`src/rtl/rtl_settings_pkg.sv`:
```
// rtl_settings_pkg: shared width/mode constants, the compare descriptor
// type and small helper functions used by the traffic generator blocks.
//   AMM_DATA_W / DATA_B_W : AMM data bus width in bits / byte lanes
//   ADDR_TYPE             : "BYTE" (partial first/last beats) or "WORD"
//   CMP_ADDR_W            : width of the word address carried to the checker
package rtl_settings_pkg;

    localparam int    AMM_DATA_W  = 32;
    localparam int    DATA_B_W    = AMM_DATA_W / 8;
    localparam int    ADDR_B_W    = 12;
    localparam string ADDR_TYPE   = "BYTE";
    localparam int    AMM_BURST_W = 8;
    localparam int    OFF_W       = $clog2(DATA_B_W);
    // Word address: byte address with the lane offset bits removed.
    localparam int    CMP_ADDR_W  = ADDR_B_W - OFF_W;

    typedef enum logic {
        FIX = 1'b0,
        RND = 1'b1
    } data_mode_t;

    typedef struct packed {
        logic [CMP_ADDR_W-1:0]  start_addr;
        logic [OFF_W-1:0]       start_off;
        logic [OFF_W-1:0]       end_off;
        logic [AMM_BURST_W-2:0] words_count;   // beats - 1
        data_mode_t             data_mode;
        logic [7:0]             data_ptrn;
    } cmp_struct_t;

    // 8-bit Fibonacci LFSR step, feedback from bits 6, 1 and 0.
    function automatic logic [7:0] lfsr8_next(input logic [7:0] b);
        return {b[6:0], b[6] ^ b[1] ^ b[0]};
    endfunction

    // Lane enables for one beat: the first beat starts at start_off, the
    // last beat stops at end_off, a single-beat burst applies both limits.
    function automatic logic [DATA_B_W-1:0] byte_mask(
        input logic             first,
        input logic [OFF_W-1:0] start_off,
        input logic             last,
        input logic [OFF_W-1:0] end_off
    );
        logic [DATA_B_W-1:0] m;
        for (int i = 0; i < DATA_B_W; i++) begin
            m[i] = (!first || (OFF_W'(i) >= start_off)) &&
                   (!last  || (OFF_W'(i) <= end_off));
        end
        return m;
    endfunction

endpackage

```
`src/rtl/compare_block.sv`:
```
// compare_block: checks AMM read-back data of a WRITE_AND_CHECK burst.
// A cmp_en_i pulse loads the burst descriptor; each following read beat is
// compared lane-by-lane (enabled lanes only) against the regenerated
// pattern byte. The first mismatch of a burst pulses cmp_error_o and
// captures address, raw data and expected byte for the CSR block.
//   clk_i, rst_i          : clock, asynchronous active-high reset
//   cmp_en_i/cmp_struct_i : descriptor strobe and payload
//   readdatavalid_i/readdata_i : AMM read beats
//   cmp_busy_o            : check in progress
//   cmp_error_o           : one-cycle first-mismatch pulse
//   err_addr_o/err_data_o/err_ptrn_o : captured details of that mismatch
module compare_block
    import rtl_settings_pkg::*;
#(
    parameter string ADDR_MODE = ADDR_TYPE
) (
    input  logic                  clk_i,
    input  logic                  rst_i,
    input  logic                  cmp_en_i,
    input  cmp_struct_t           cmp_struct_i,
    input  logic                  readdatavalid_i,
    input  logic [AMM_DATA_W-1:0] readdata_i,
    output logic                  cmp_busy_o,
    output logic                  cmp_error_o,
    output logic [CMP_ADDR_W-1:0] err_addr_o,
    output logic [AMM_DATA_W-1:0] err_data_o,
    output logic [7:0]            err_ptrn_o
);

    localparam bit WORD_ADDR = (ADDR_MODE == "WORD");
    localparam int CNT_W     = AMM_BURST_W - 1;

    typedef enum logic {
        IDLE  = 1'b0,
        CHECK = 1'b1
    } state_t;

    state_t              state;
    cmp_struct_t         desc;
    logic [CNT_W-1:0]    beat_cnt;
    logic [7:0]          exp_byte;
    logic                err_seen;

    logic                first_beat;
    logic                last_beat;
    logic [DATA_B_W-1:0] lane_en;
    logic                mismatch;

    assign first_beat = (beat_cnt == '0);
    assign last_beat  = (beat_cnt == desc.words_count);

    always_comb begin
        lane_en  = WORD_ADDR ? '1
                             : byte_mask(first_beat, desc.start_off,
                                         last_beat, desc.end_off);
        mismatch = 1'b0;
        for (int i = 0; i < DATA_B_W; i++) begin
            if (lane_en[i] && (readdata_i[8*i +: 8] != exp_byte))
                mismatch = 1'b1;
        end
    end

    always_ff @(posedge clk_i or posedge rst_i) begin
        if (rst_i) begin
            state       <= IDLE;
            desc        <= '0;
            beat_cnt    <= '0;
            exp_byte    <= '0;
            err_seen    <= 1'b0;
            cmp_busy_o  <= 1'b0;
            cmp_error_o <= 1'b0;
            err_addr_o  <= '0;
            err_data_o  <= '0;
            err_ptrn_o  <= '0;
        end else begin
            cmp_error_o <= 1'b0;
            case (state)
                IDLE: begin
                    // Read beats seen here belong to read-only traffic.
                    if (cmp_en_i) begin
                        desc       <= cmp_struct_i;
                        beat_cnt   <= '0;
                        exp_byte   <= cmp_struct_i.data_ptrn;
                        err_seen   <= 1'b0;
                        state      <= CHECK;
                        cmp_busy_o <= 1'b1;
                    end
                end
                CHECK: begin
                    // cmp_en_i is ignored here; upstream gates on cmp_busy_o.
                    if (readdatavalid_i) begin
                        if (mismatch && !err_seen) begin
                            cmp_error_o <= 1'b1;
                            err_addr_o  <= desc.start_addr + CMP_ADDR_W'(beat_cnt);
                            err_data_o  <= readdata_i;
                            err_ptrn_o  <= exp_byte;
                            err_seen    <= 1'b1;
                        end
                        if (desc.data_mode == RND)
                            exp_byte <= lfsr8_next(exp_byte);
                        if (last_beat) begin
                            state      <= IDLE;
                            cmp_busy_o <= 1'b0;
                        end else begin
                            beat_cnt <= beat_cnt + 1'b1;
                        end
                    end
                end
                default: state <= IDLE;
            endcase
        end
    end

endmodule
```
`config.mk`:
```
export PLATFORM = sky130hd
export DESIGN_NAME = compare_block
export DESIGN_NICKNAME = d
export VERILOG_FILES = /design/src/rtl/rtl_settings_pkg.sv /design/src/rtl/compare_block.sv
export SDC_FILE = /design/constraint.sdc
export NUM_CORES = 1
export LEC_CHECK = 0
export CAP_MARGIN = 20
export CELL_PAD_IN_SITES_DETAIL_PLACEMENT = 1
export CELL_PAD_IN_SITES_GLOBAL_PLACEMENT = 1
export CORE_ASPECT_RATIO = 0.75
export CORE_MARGIN = 8
export CORE_UTILIZATION = 42
export DETAILED_ROUTE_END_ITERATION = 12
export PLACE_DENSITY_LB_ADDON = 0.1
export RECOVER_POWER = 100
export SETUP_SLACK_MARGIN = 0.1
export SYNTH_ARGS = -nofsm -noshare
export SYNTH_HDL_FRONTEND = slang
export SYNTH_SLANG_ARGS = --single-unit
```
`constraint.sdc`:
```
create_clock -name clk_i -period 10.6 [get_ports clk_i]
set_clock_uncertainty 0.2 [all_clocks]
set_input_delay 3.18 -clock clk_i [delete_from_list [all_inputs] [get_ports clk_i]]
set_output_delay 3.18 -clock clk_i [all_outputs]
set_load 0.05 [all_outputs]
```
* After elaboration in Yosys (flattened, before gate mapping)
Cells that the tools add are included.
** Cells by class
- Bitwise logic cells :: 3
- Multiplexer cells :: 27
- Reductions and logical operators :: 27
- $lt $le $gt $ge :: 8
- Equal/unequal tests :: 11
- Add/subtract/negate cells :: 2
** Operators with widths (number)
- 8-bit inequality test :: 4
- 8-bit 2-to-1 mux :: 3
- 7-bit 2-to-1 mux :: 3
- 1-bit 2-to-1 mux :: 16
- 8-bit case mux with 2 select lines :: 1
- 3-bit AND reduction :: 5
- 7-bit case mux with 2 select lines :: 1
- 10-bit by 7-bit adder with 10-bit output :: 1
- 1-bit logical AND :: 9
- 1-bit logical OR :: 8
- 7-bit by 1-bit adder with 7-bit output, second input constant :: 1
- 7-bit equality test :: 1
- 7-bit logical NOT :: 1
- 2-bit by 1-bit inequality test with 1-bit output, second input constant :: 3
- 2-bit inequality test, second input constant :: 3
- 1-bit case mux with 2 select lines :: 3
- 1-bit by 2-bit >= comparator with 1-bit output, first input constant :: 2
- 2-bit >= comparator, first input constant :: 2
- 1-bit by 2-bit <= comparator with 1-bit output, first input constant :: 2
- 2-bit <= comparator, first input constant :: 2
- 1-bit logical NOT :: 3
- 2-bit AND reduction :: 1
- 1-bit XOR :: 2
- 1-bit NOT :: 1
** Word-level totals
- Bits of input ports :: 66
- Word-level logic and storage cells :: 92
- Output and inout bits :: 52
- Register bits after elaboration :: 91

* Depth between registers and ports, before layout
Gate-level depths: netlist of run 1.
- Depth in word-level cells :: 13
- Gate-level depth with buffers :: 10
- Mapped depth without buffers :: 10

* Worst setup path after synthesis of run 1
Ideal clock, no wire load.
- Kind :: in2reg
- Start :: in readdata_i[3]
- End :: reg err_addr_o[9]
- Data required time :: 10275 ps
- Library setup time :: 125 ps
- Buffers on the path :: 1
- Cell stages on the path :: 8
- Slack :: 5493 ps
- Arrival :: 4782 ps
- Cells stage by stage :: xor2_1 nor4_1 a22oi_1 a21oi_1 o22a_2 nor3_4 buf_8 mux2_4
** Between the ends
- Cells in the longest elaborated chain, start to end :: 8
** Ends and longest elaborated chain
- start, declared :: RTL line compare_block.sv:22 : input logic [AMM_DATA_W-1:0] readdata_i,
- 8-bit inequality test :: RTL line compare_block.sv:58 : if (lane_en[i] && (readdata_i[8*i +: 8] != exp_byte))
- 1-bit logical AND :: RTL line compare_block.sv:58
- 1-bit 2-to-1 mux (4 in series) :: RTL line compare_block.sv:58
- 1-bit logical AND :: RTL line compare_block.sv:92 : if (mismatch && !err_seen) begin
- 3-bit AND reduction (no source line)
- end signal, assigned :: RTL line compare_block.sv:94 : err_addr_o <= desc.start_addr + CMP_ADDR_W'(beat_cnt);
- end, declared :: RTL line compare_block.sv:25 : output logic [CMP_ADDR_W-1:0] err_addr_o,
Every way passes these cells.
A chain may end at the register's enable or synchronous reset.

* Final worst setup path of run 1
- Start :: in readdata_i[2]
- End :: reg err_data_o[16]
** Between the ends
- Cells in the longest elaborated chain, start to end :: 8
** Ends and longest elaborated chain
- 8-bit inequality test :: RTL line compare_block.sv:58
- 1-bit logical AND :: RTL line compare_block.sv:58
- 1-bit 2-to-1 mux (4 in series) :: RTL line compare_block.sv:58
- 1-bit logical AND :: RTL line compare_block.sv:92
- 3-bit AND reduction (no source line)
- end signal, assigned :: RTL line compare_block.sv:95 : err_data_o <= readdata_i;
- end, declared :: RTL line compare_block.sv:26 : output logic [AMM_DATA_W-1:0] err_data_o,
Every way passes these cells.

==> metrics.yaml, run 1 <==
area_growth_pct: 28.48
drc_errors: 0
status: "complete, but fails checks"
vias: 3259
worstSetupPathType: "in -> reg"
grt_use_total: 0.1788
synth_seq_area_share: 0.4908
fp.dieH_um: 107.0
fp.coreArea_um2: 10860
post_cts_buffers: 0
violations: "capacitance limit, slew limit"
fillers: 1149
layout_setup_ws_ns: 4.300
rr_worst_depth: 10
dp_hpwl_um: 9285
holdCritStartpoint: "err_ptrn_o[2]$_DFFE_PP0P_"
die_width_um: 137.4
crit_fanout: 28
grt_max_degree: 65
hold_class: "reg -> reg"
worst_slew_pin_slew_ns: 1.568
gr-total-overflow: 0
grt_pass1_wl_um: 20260
io_pins: 118
slew_viol_final: 29
rows: 33
rsz0062_at_grt: "false"
ir_drop_uv: 189.5
grt_util_met2: 0.2704
cap_violations: 1
r2r_start: "beat_cnt[1]$_DFFE_PP0P_"
drive_above_1_share: 0.04519
rrSetupSlack_ns: 6.89
fin_crit_ns: 6.300
max_freq_mhz: 158.7
p_leak_nw: 2.706
grtUsageMet3: 0.05467
cp_data_required_time_ns: 10.62
cts_sinks: 91
hold_depth: 1
finalNonFillerCells: 649
wire_per_inst_um: 19.53
use_met1: 0.2474
power-per-cell-area_nw_per_um2: 327.8
diodes: 0
numPortBuffers: 117
fin_tns_setup_ns: 0
antenna_found_initial: 0
cp-end-kind: "register"
place_ws_ns: 4.694
r2r_end: "err_data_o[16]$_DFFE_PP0P_"
cts_resized: 0
slew-limit-headroom: -0.04537
hold_viol_final: 0
cts_tree: "done"
cp.arrival_ns: 6.32
hold_end: "err_ptrn_o[2]$_DFFE_PP0P_"
gp_congestion: 0.8156
ant_nets: 0
clkLatencyLatePin_ns: 0.34
clock-root-buffer: "clkbuf_16"
htree_levels: 3
avgViaCountPerCell: 5.022
drt_iter0_drc: 110
holdBufCountCts: 0
synth_cell_types: 43
finalNetCount: 581
multiInputGateArea_um2: 1981
avgSynthCellArea_um2: 11.78
ys_ff_latch: 91
synthCells: 394
syn_area_um2: 4639
placed_cells: 633
start_util: 0.4272
clk_pin_slew_ns: 0.06
ctsLongestPathBuffers: 2
cts_buffers: 9
fin_crit_sh: 0.5944
ys_warn_count: 0
syn_nets: 470
finalWirelength_um: 12680
setup_viol: 0
start_kind: "primary input"
dr.pass1.iters: 4
grt_pass1_vias: 3658
dieArea_um2: 14700
seqCellArea_um2: 2277
grt.busiest_layer: "met2"
## per-layer routing
metal  share of wire  up-vias
li1                -     1547
met1            0.49     1623
met2            0.44       79
met3           0.062       10
met4          0.0080        0
met5               0        -
## report_power, final
group	internal [mW]	total [mW]	switching [mW]	leakage, nW
sequential	0.507	0.659	0.152	1.11
clock	0.212	0.341	0.129	0.150
combinational	0.346	0.955	0.609	1.45
total	1.06	1.95	0.889	2.71
## layout by cell type, fill, tap and decap left out, types with 4 or more instances in the layout
cell type	synthesis	layout
dfrtp_1	91	91
nand2_1	82	82
clkdlybuf4s50_1	0	62
dlygate4sd3_1	0	55
mux2_1	0	47
xor2_1	37	37
xnor2_1	15	15
o21ai_0	12	12
nor2_1	10	10
mux2i_1	9	9
ha_1	9	9
clkbuf_16	0	9
nor4_1	7	7
clkbuf_1	9	7
a21oi_1	6	6
nand3_1	5	5
inv_1	6	5
nand4_1	4	4
## cell type report
type	instances	area share
clock buffers	13	0.04198
clock inverters	2	0.01008
inverters	6	0.003988
multi-input cells	275	0.3323
flip-flops and latches	91	0.3820
well taps	140	0.02939
repair buffers	122	0.2003
## cells by family after synthesis
logic type	Yosys count	synth area share
DFF	91	0.4908
AOI/OAI and AO/OA	33	0.04558
muxes	58	0.1764
and+or+nand+nor	122	0.1187
xor gates and xnor gates	52	0.09817
buffers and inverters	28	0.04180
adders and majority gates	10	0.02859
## stage by stage
step	util	total power [mW]	instance area (um^2)	hold WS (ns)
floorplan	-	1.430	4639	0.2461
global placement	0.5385	1.732	5848	0.2660
detailed placement	0.5385	1.761	5848	0.2730
CTS	0.5671	2.117	6158	0.2885
global route	0.5489	2.070	5961	0.2941
finish	0.5489	1.954	5961	0.2816
## cells in the mapped netlist
cell	n	share of area
xnor2_1	15	0.028
buf_2	7	0.0076
dfrtp_1	91	0.49
o21a_1	1	0.0016
nor2_1	10	0.0081
nand2_1	82	0.066
a211oi_1	1	0.0016
or3_1	1	0.0013
nor3_2	1	0.0022
a21oi_1	6	0.0065
a22oi_1	1	0.0016
nand3_2	1	0.0022
inv_1	6	0.0049
nor4_1	7	0.0094
buf_4	1	0.0016
nor3_1	2	0.0022
and4_2	1	0.0022
o21bai_1	1	0.0016
buf_8	1	0.0032
a21o_2	1	0.0019
a41oi_1	1	0.0019
mux2_2	2	0.0049
a211oi_2	1	0.0027
mux2i_1	9	0.019
ha_1	9	0.024
o21ai_0	12	0.013
clkbuf_1	9	0.0073
nor2b_1	3	0.0040
and2_2	1	0.0016
o22a_1	2	0.0038
a21o_1	1	0.0016
o31ai_1	1	0.0016
nand2b_1	2	0.0027
xor2_1	37	0.070
a31oi_1	3	0.0040
nand3_1	5	0.0054
fa_1	1	0.0043
mux2_4	47	0.15
o22a_2	1	0.0022
or4b_1	1	0.0022
nand4_1	4	0.0054
nor3_4	1	0.0035
buf_12	4	0.017
## how the worst max path moves through the flow
stage,start,end,depth (start not counted)
final,readdata_i[2],err_data_o[16]$_DFFE_PP0P_,9
after global routing,readdata_i[2],err_data_o[16]$_DFFE_PP0P_,9
after global placement,readdata_i[20],err_data_o[29]$_DFFE_PP0P_,9
after floorplan,rst_i,beat_cnt[0]$_DFFE_PP0P_,1
after CTS,readdata_i[19],err_data_o[21]$_DFFE_PP0P_,9
after detailed placement,readdata_i[19],err_data_o[19]$_DFFE_PP0P_,9
## worst max-delay path, cell delays in order
cell and delay [ns]:
dlygate4sd3_1 0.58, xor2_1 0.18, nor4_1 0.09, a22oi_1 0.17, a21oi_1 0.07, o22a_2 0.22
nor3_1 0.23, clkbuf_1 1.16, mux2_2 0.43
## registers in the layout (all words and copies together) (netlist names)
signal / cells
err_data_o: 32
desc: 22
err_addr_o: 10
err_ptrn_o: 8
exp_byte: 8
beat_cnt: 7
cmp_busy_o: 1
cmp_error_o: 1
err_seen: 1
state: 1
Power figures use the tool's default switching activity.
==> run 2: changes to the inputs <==
--- a/config.mk
+++ b/config.mk
@@ -10,7 +10,7 @@
 export CELL_PAD_IN_SITES_GLOBAL_PLACEMENT = 1
 export CORE_ASPECT_RATIO = 0.75
 export CORE_MARGIN = 8
-export CORE_UTILIZATION = 42
+export CORE_UTILIZATION = 39
 export DETAILED_ROUTE_END_ITERATION = 12
 export PLACE_DENSITY_LB_ADDON = 0.1
 export RECOVER_POWER = 100
==> constraint.sdc (replaced) <==
create_clock -name clk_i -period 6.2 [get_ports clk_i]
set_clock_uncertainty 0.2 [all_clocks]
set_input_delay 1.86 -clock clk_i [delete_from_list [all_inputs] [get_ports clk_i]]
set_output_delay 1.86 -clock clk_i [all_outputs]
set_load 0.05 [all_outputs]
==> run 2 against run 1 <==
The run still ends with capacitance limit, slew limit left. Combinational power up 71%. Clock-buffer cell count down 2. Worst setup slack worse by 2.7 ns. Sequential power up 71%. Sequential share of layout area down 0.10 points. Register-to-register slack worse by 3.7 ns. Final cell count up 3.5%. Clock power up 54%. Die area up 6.7%. Sequential cell count unchanged. Critical path depth down 6. Critical path type is now in -> async. Highest routed layer unchanged.
==> metrics.yaml, run 2 (synthesized netlist as in run 1, its figures left out) <==
largest_registers: "err_data_o (32), desc (22), err_addr_o (10)"
finalNetCount: 581
dp_hpwl_um: 9419
cts_buffers: 9
rsz0062_at_grt: "false"
largest_register: "err_data_o"
clkLatencyLatePin_ns: 0.33
cp.arrival_ns: 4.67
fp.coreArea_um2: 11610
violations: "capacitance limit, slew limit"
ctsLongestPathBuffers: 2
io_pins: 118
start_util: 0.3995
largest_reg_flops: 32
drive_above_1_share: 0.05882
fin_crit_ns: 4.640
place_ws_ns: 1.714
power_frac_comb: 0.496
vias: 3244
post_cts_buffers: 0
hold_viol_final: 0
multiInputGateArea_um2: 1984
max_freq_mhz: 215.5
grt_pass1_vias: 3750
ant_nets: 0
rows: 34
p_leak_nw: 2.704
final_cell_mix: "91 x dfrtp_1, 82 x nand2_1, 61 x clkdlybuf4s50_1"
power.switching_mw: 1.523
fin_area_um2: 5977
cts_sinks: 91
gr-total-overflow: 0
fin_tns_setup_ns: 0
dr.pass1.iters: 4
clock-root-buffer: "clkbuf_16"
worstSetupPathType: "in -> async"
grt_max_degree: 53
fin_crit_sh: 0.7484
p_int_mw: 1.754
seqCellArea_um2: 2277
numPortBuffers: 117
status: "complete, but fails checks"
worst_slew_pin_slew_ns: 1.862
avgViaCountPerCell: 4.827
area_growth_pct: 28.83
crit_fanout: 52
cts_resized: 0
diodes: 0
start_kind: "primary input"
antenna_found_initial: 0
ir_drop_uv: 265.1
fp.dieH_um: 110.5
clk_pin_slew_ns: 0.06
cp-end-kind: "async pin"
drc_errors: 0
finalWirelength_um: 12430
slew-limit-headroom: -0.2479
grt_pass1_wl_um: 20610
post_dp_cell_area_um2: 5876
holdBufCountCts: 0
drt_iter0_drc: 86
cp_data_required_time_ns: 6.23
gp_congestion: 0.7822
die_width_um: 141.9
seqPwrFrac: 0.344
layout_setup_ws_ns: 1.560
cap_violations: 1
fillers: 1240
slew_viol_final: 41
htree_levels: 3
switching_share: 0.4647
dieArea_um2: 15680
hold_class: "reg -> reg"
p_clk_frac: 0.160
setup_viol: 0
grt_use_total: 0.1655
hold_ws_ns: 0.2828
wire_per_inst_um: 18.50
cts_tree: "done"
layout_commonest_cell: "dfrtp_1"
power-per-cell-area_nw_per_um2: 548.1
[run 2: cell count changes in the layout (fill, tap and decap cells not counted), sizes merged]
cell / previous run / this run
clkbuf: 17 / 14
clkinv: 0 / 3
bufinv: 2 / 0
clkinvlp: 1 / 3
buf: 1 / 2
clkdlybuf4s50: 62 / 61
dlygate4sd3: 55 / 56
[run 2: path summary, 6_finish.rpt]
check | slack, ns | end | start | depth (start not counted)
min | 0.28 | desc[8]$_DFFE_PP0P_ | desc[8]$_DFFE_PP0P_ | 2
max in group clk_i | 2.04 | err_data_o[20]$_DFFE_PP0P_ | readdata_i[20] | 9
min in group asynchronous | 2.25 | cmp_error_o$_DFF_PP0_ | rst_i | 2
max reg2reg | 3.14 | err_data_o[20]$_DFFE_PP0P_ | beat_cnt[1]$_DFFE_PP0P_ | 10
min reg2reg | 0.28 | desc[8]$_DFFE_PP0P_ | desc[8]$_DFFE_PP0P_ | 2
max | 1.56 | err_ptrn_o[4]$_DFFE_PP0P_ | rst_i | 3
[run 2: final cells by class]
class | count | share of cell area
clock buffer | 11 | 0.04229
clock inverter | 5 | 0.006280
inverter | 6 | 0.003977
multi-input combinational | 275 | 0.3320
sequential | 91 | 0.3810
tap | 162 | 0.03391
timing repair buffer | 122 | 0.2005
[run 2: layer usage]
layer,global-route usage,part of all wire,vias up
met5,0,0,-
met4,0.03212,0.0078,0
li1,-,-,1544
met3,0.06024,0.067,9
met2,0.2511,0.45,73
met1,0.2222,0.47,1618
[run 2: per-stage QoR]
| step | power [mW] | instances | util |
|---|---|---|---|
| final | 3.276 | 672 | 0.5147 |
| after detailed placement | 3.015 | 655 | 0.5059 |
| after global routing | 3.486 | 672 | 0.5147 |
| after global placement | 2.965 | 655 | 0.5059 |
| after floorplan | 2.445 | 394 | - |
| after CTS | 3.564 | 671 | 0.5309 |
[run 2: power by group through the flow]
stage	Combinational [mW]	Sequential [mW]	Clock, mW
after detailed placement	1.86	1.15	0
after global routing	1.75	1.17	0.561
final	1.63	1.13	0.525
after global placement	1.82	1.14	0
after floorplan	0.844	1.60	0
after CTS	1.87	1.15	0.540
[run 2: critical path, cell delays in order]
cell and delay, ns:
dlygate4sd3_1 0.55, clkinvlp_2 1.07, clkbuf_2 1.15
==> run 3: changes to the inputs <==
==> constraint.sdc (replaced) <==
create_clock -name clk_i -period 4.4 [get_ports clk_i]
set_clock_uncertainty 0.2 [all_clocks]
set_input_delay 1.32 -clock clk_i [delete_from_list [all_inputs] [get_ports clk_i]]
set_output_delay 1.32 -clock clk_i [all_outputs]
set_load 0.05 [all_outputs]
==> run 3 against run 2 <==
Global-route usage fell by 0.27 points. Die area unchanged. Combinational power is 42% higher. Final cell count did not move. The flow still finishes with violations (capacitance limit, slew limit). Register-to-register slack lost 1.7 ns. Core utilization grew 0.24 points. Clock power grew 42%. Sequential share of layout area decreased by 0.17 points. Largest cell class unchanged. First-iteration DRC count rose by 44%. Worst setup slack got worse by 0.92 ns. Critical endpoint is now err_data_o[13]$_DFFE_PP0P_.
==> metrics.yaml, run 3 (synthesized netlist as in run 1, its figures left out) <==
status: "complete, but fails checks"
violations: "capacitance limit, slew limit"
grt_max_degree: 54
ant_nets: 0
io_pins: 118
gp_congestion: 0.7760
cp-end-kind: "register"
dieArea_um2: 15680
drt_iter0_drc: 124
finalNonFillerCells: 672
grt_pass1_wl_um: 20210
finalWirelength_um: 12280
numPortBuffers: 117
largest_register: "err_data_o"
htree_levels: 3
setup_viol: 0
slew_viol_final: 39
crit_fanout: 21
r2r_start: "beat_cnt[1]$_DFFE_PP0P_"
finalNetCount: 581
rsz0062_at_grt: "false"
antenna_found_initial: 0
cp_data_required_time_ns: 4.42
gr-total-overflow: 0
post_cts_buffers: 0
final_cell_mix: "91 x dfrtp_1, 82 x nand2_1, 62 x clkdlybuf4s50_1"
worst_slew_pin_slew_ns: 1.877
ir_drop_uv: 375.2
start_util: 0.3995
die_width_um: 141.9
grt_use_total: 0.1628
layout_commonest_cell: "dfrtp_1"
cpPeakStageDelay_ns: 0.58
p_total_mw: 4.626
startpoint: "readdata_i[19]"
hold_class: "reg -> reg"
p_leak_nw: 2.713
cts_tree: "done"
largest_reg_flops: 32
cap_violations: 1
cts_sinks: 91
fin_crit_sh: 0.8542
placed_cells: 656
holdCritStartpoint: "err_data_o[1]$_DFFE_PP0P_"
clk_pin_slew_ns: 0.07
fp.dieH_um: 110.5
clock-root-buffer: "clkbuf_16"
fp.coreArea_um2: 11610
slew-limit-headroom: -0.2580
holdBufCountCts: 0
fin_tns_setup_ns: 0
dp_hpwl_um: 9305
cts_resized: 0
grt_pass1_vias: 3728
drive_above_1_share: 0.05882
power-per-cell-area_nw_per_um2: 770.5
path_cells: "dlygate4sd3_1, xor2_1, nor4_1, nand2_1, a31oi_1, o22a_2, nor3_1, buf_4, mux2_1"
cp.arrival_ns: 3.77
clkLatencyLatePin_ns: 0.34
start_kind: "primary input"
max_freq_mhz: 266.1
vias: 3271
largest_registers: "err_data_o (32), desc (22), err_addr_o (10)"
fillers: 1251
hold_viol_final: 0
avgViaCountPerCell: 4.868
slowest_stage: "dlygate4sd3_1"
rows: 34
wire_per_inst_um: 18.27
ctsLongestPathBuffers: 2
fin_crit_ns: 3.758
area_growth_pct: 29.42
drc_errors: 0
worstSetupPathType: "in -> reg"
cts_buffers: 9
dr.pass1.iters: 4
diodes: 0
[run 3: cell count changes in the layout (fill, tap and decap cells not counted)]
cell,change
clkbuf_2,-1
buf_12,+2
dlygate4sd3_1,-1
buf_4,-1
clkdlybuf4s50_1,+1
[run 3: layout make-up]
type	count	area (um^2)	area share
multi-input combinational	275	1984	0.3305
tap	162	202.7	0.03376
clock inverter	5	37.54	0.006251
sequential	91	2277	0.3792
inverter	6	23.77	0.003959
clock buffer	11	252.7	0.04209
timing repair buffer	122	1226	0.2042
[run 3: final timing paths]
kind	end	slack (ns)	cells after the start
worst max-delay path	err_data_o[13]$_DFFE_PP0P_	0.64	9
worst min-delay path	err_data_o[1]$_DFFE_PP0P_	0.28	1
worst max register to register	err_data_o[13]$_DFFE_PP0P_	1.43	10
worst min register to register	err_data_o[1]$_DFFE_PP0P_	0.28	1
max in group asynchronous	exp_byte[6]$_DFFE_PP0P_	1.33	3
min in group asynchronous	err_addr_o[9]$_DFFE_PP0P_	1.72	2
[run 3: metrics by stage]
stage / instance area, um^2 / setup slack, ns / utilization / hold slack (ns)
final: 6005 / 0.6416 / 0.5170 / 0.2808
after global placement: 5908 / 0.4605 / 0.5087 / 0.2611
after floorplan: 4639 / 0.5164 / - / 0.2461
after CTS: 6198 / 0.7829 / 0.5337 / 0.2875
after detailed placement: 5908 / 0.4268 / 0.5087 / 0.2717
after global routing: 6005 / 0.4896 / 0.5170 / 0.2971
[run 3: worst max-delay path: cells and delay by family]
kind / cells / cell delay, ns
buffers and inverters: 2 / 0.95
muxes: 1 / 0.36
xor gates and xnor gates: 1 / 0.19
and+or+nand+nor: 3 / 0.61
AOI/OAI and AO/OA: 2 / 0.31
[run 3: where the power goes]
group	switching [mW]	internal [mW]
Sequential	0.353	1.22
Combinational	1.46	0.844
Clock	0.331	0.415
Total	2.15	2.48
[run 3: routing by layer]
layer | up-vias | global-route usage | share of wire
met5 | - | 0 | 0
met4 | 0 | 0.04140 | 0.011
met1 | 1620 | 0.2261 | 0.49
li1 | 1560 | - | -
met3 | 12 | 0.06067 | 0.070
met2 | 79 | 0.2326 | 0.43
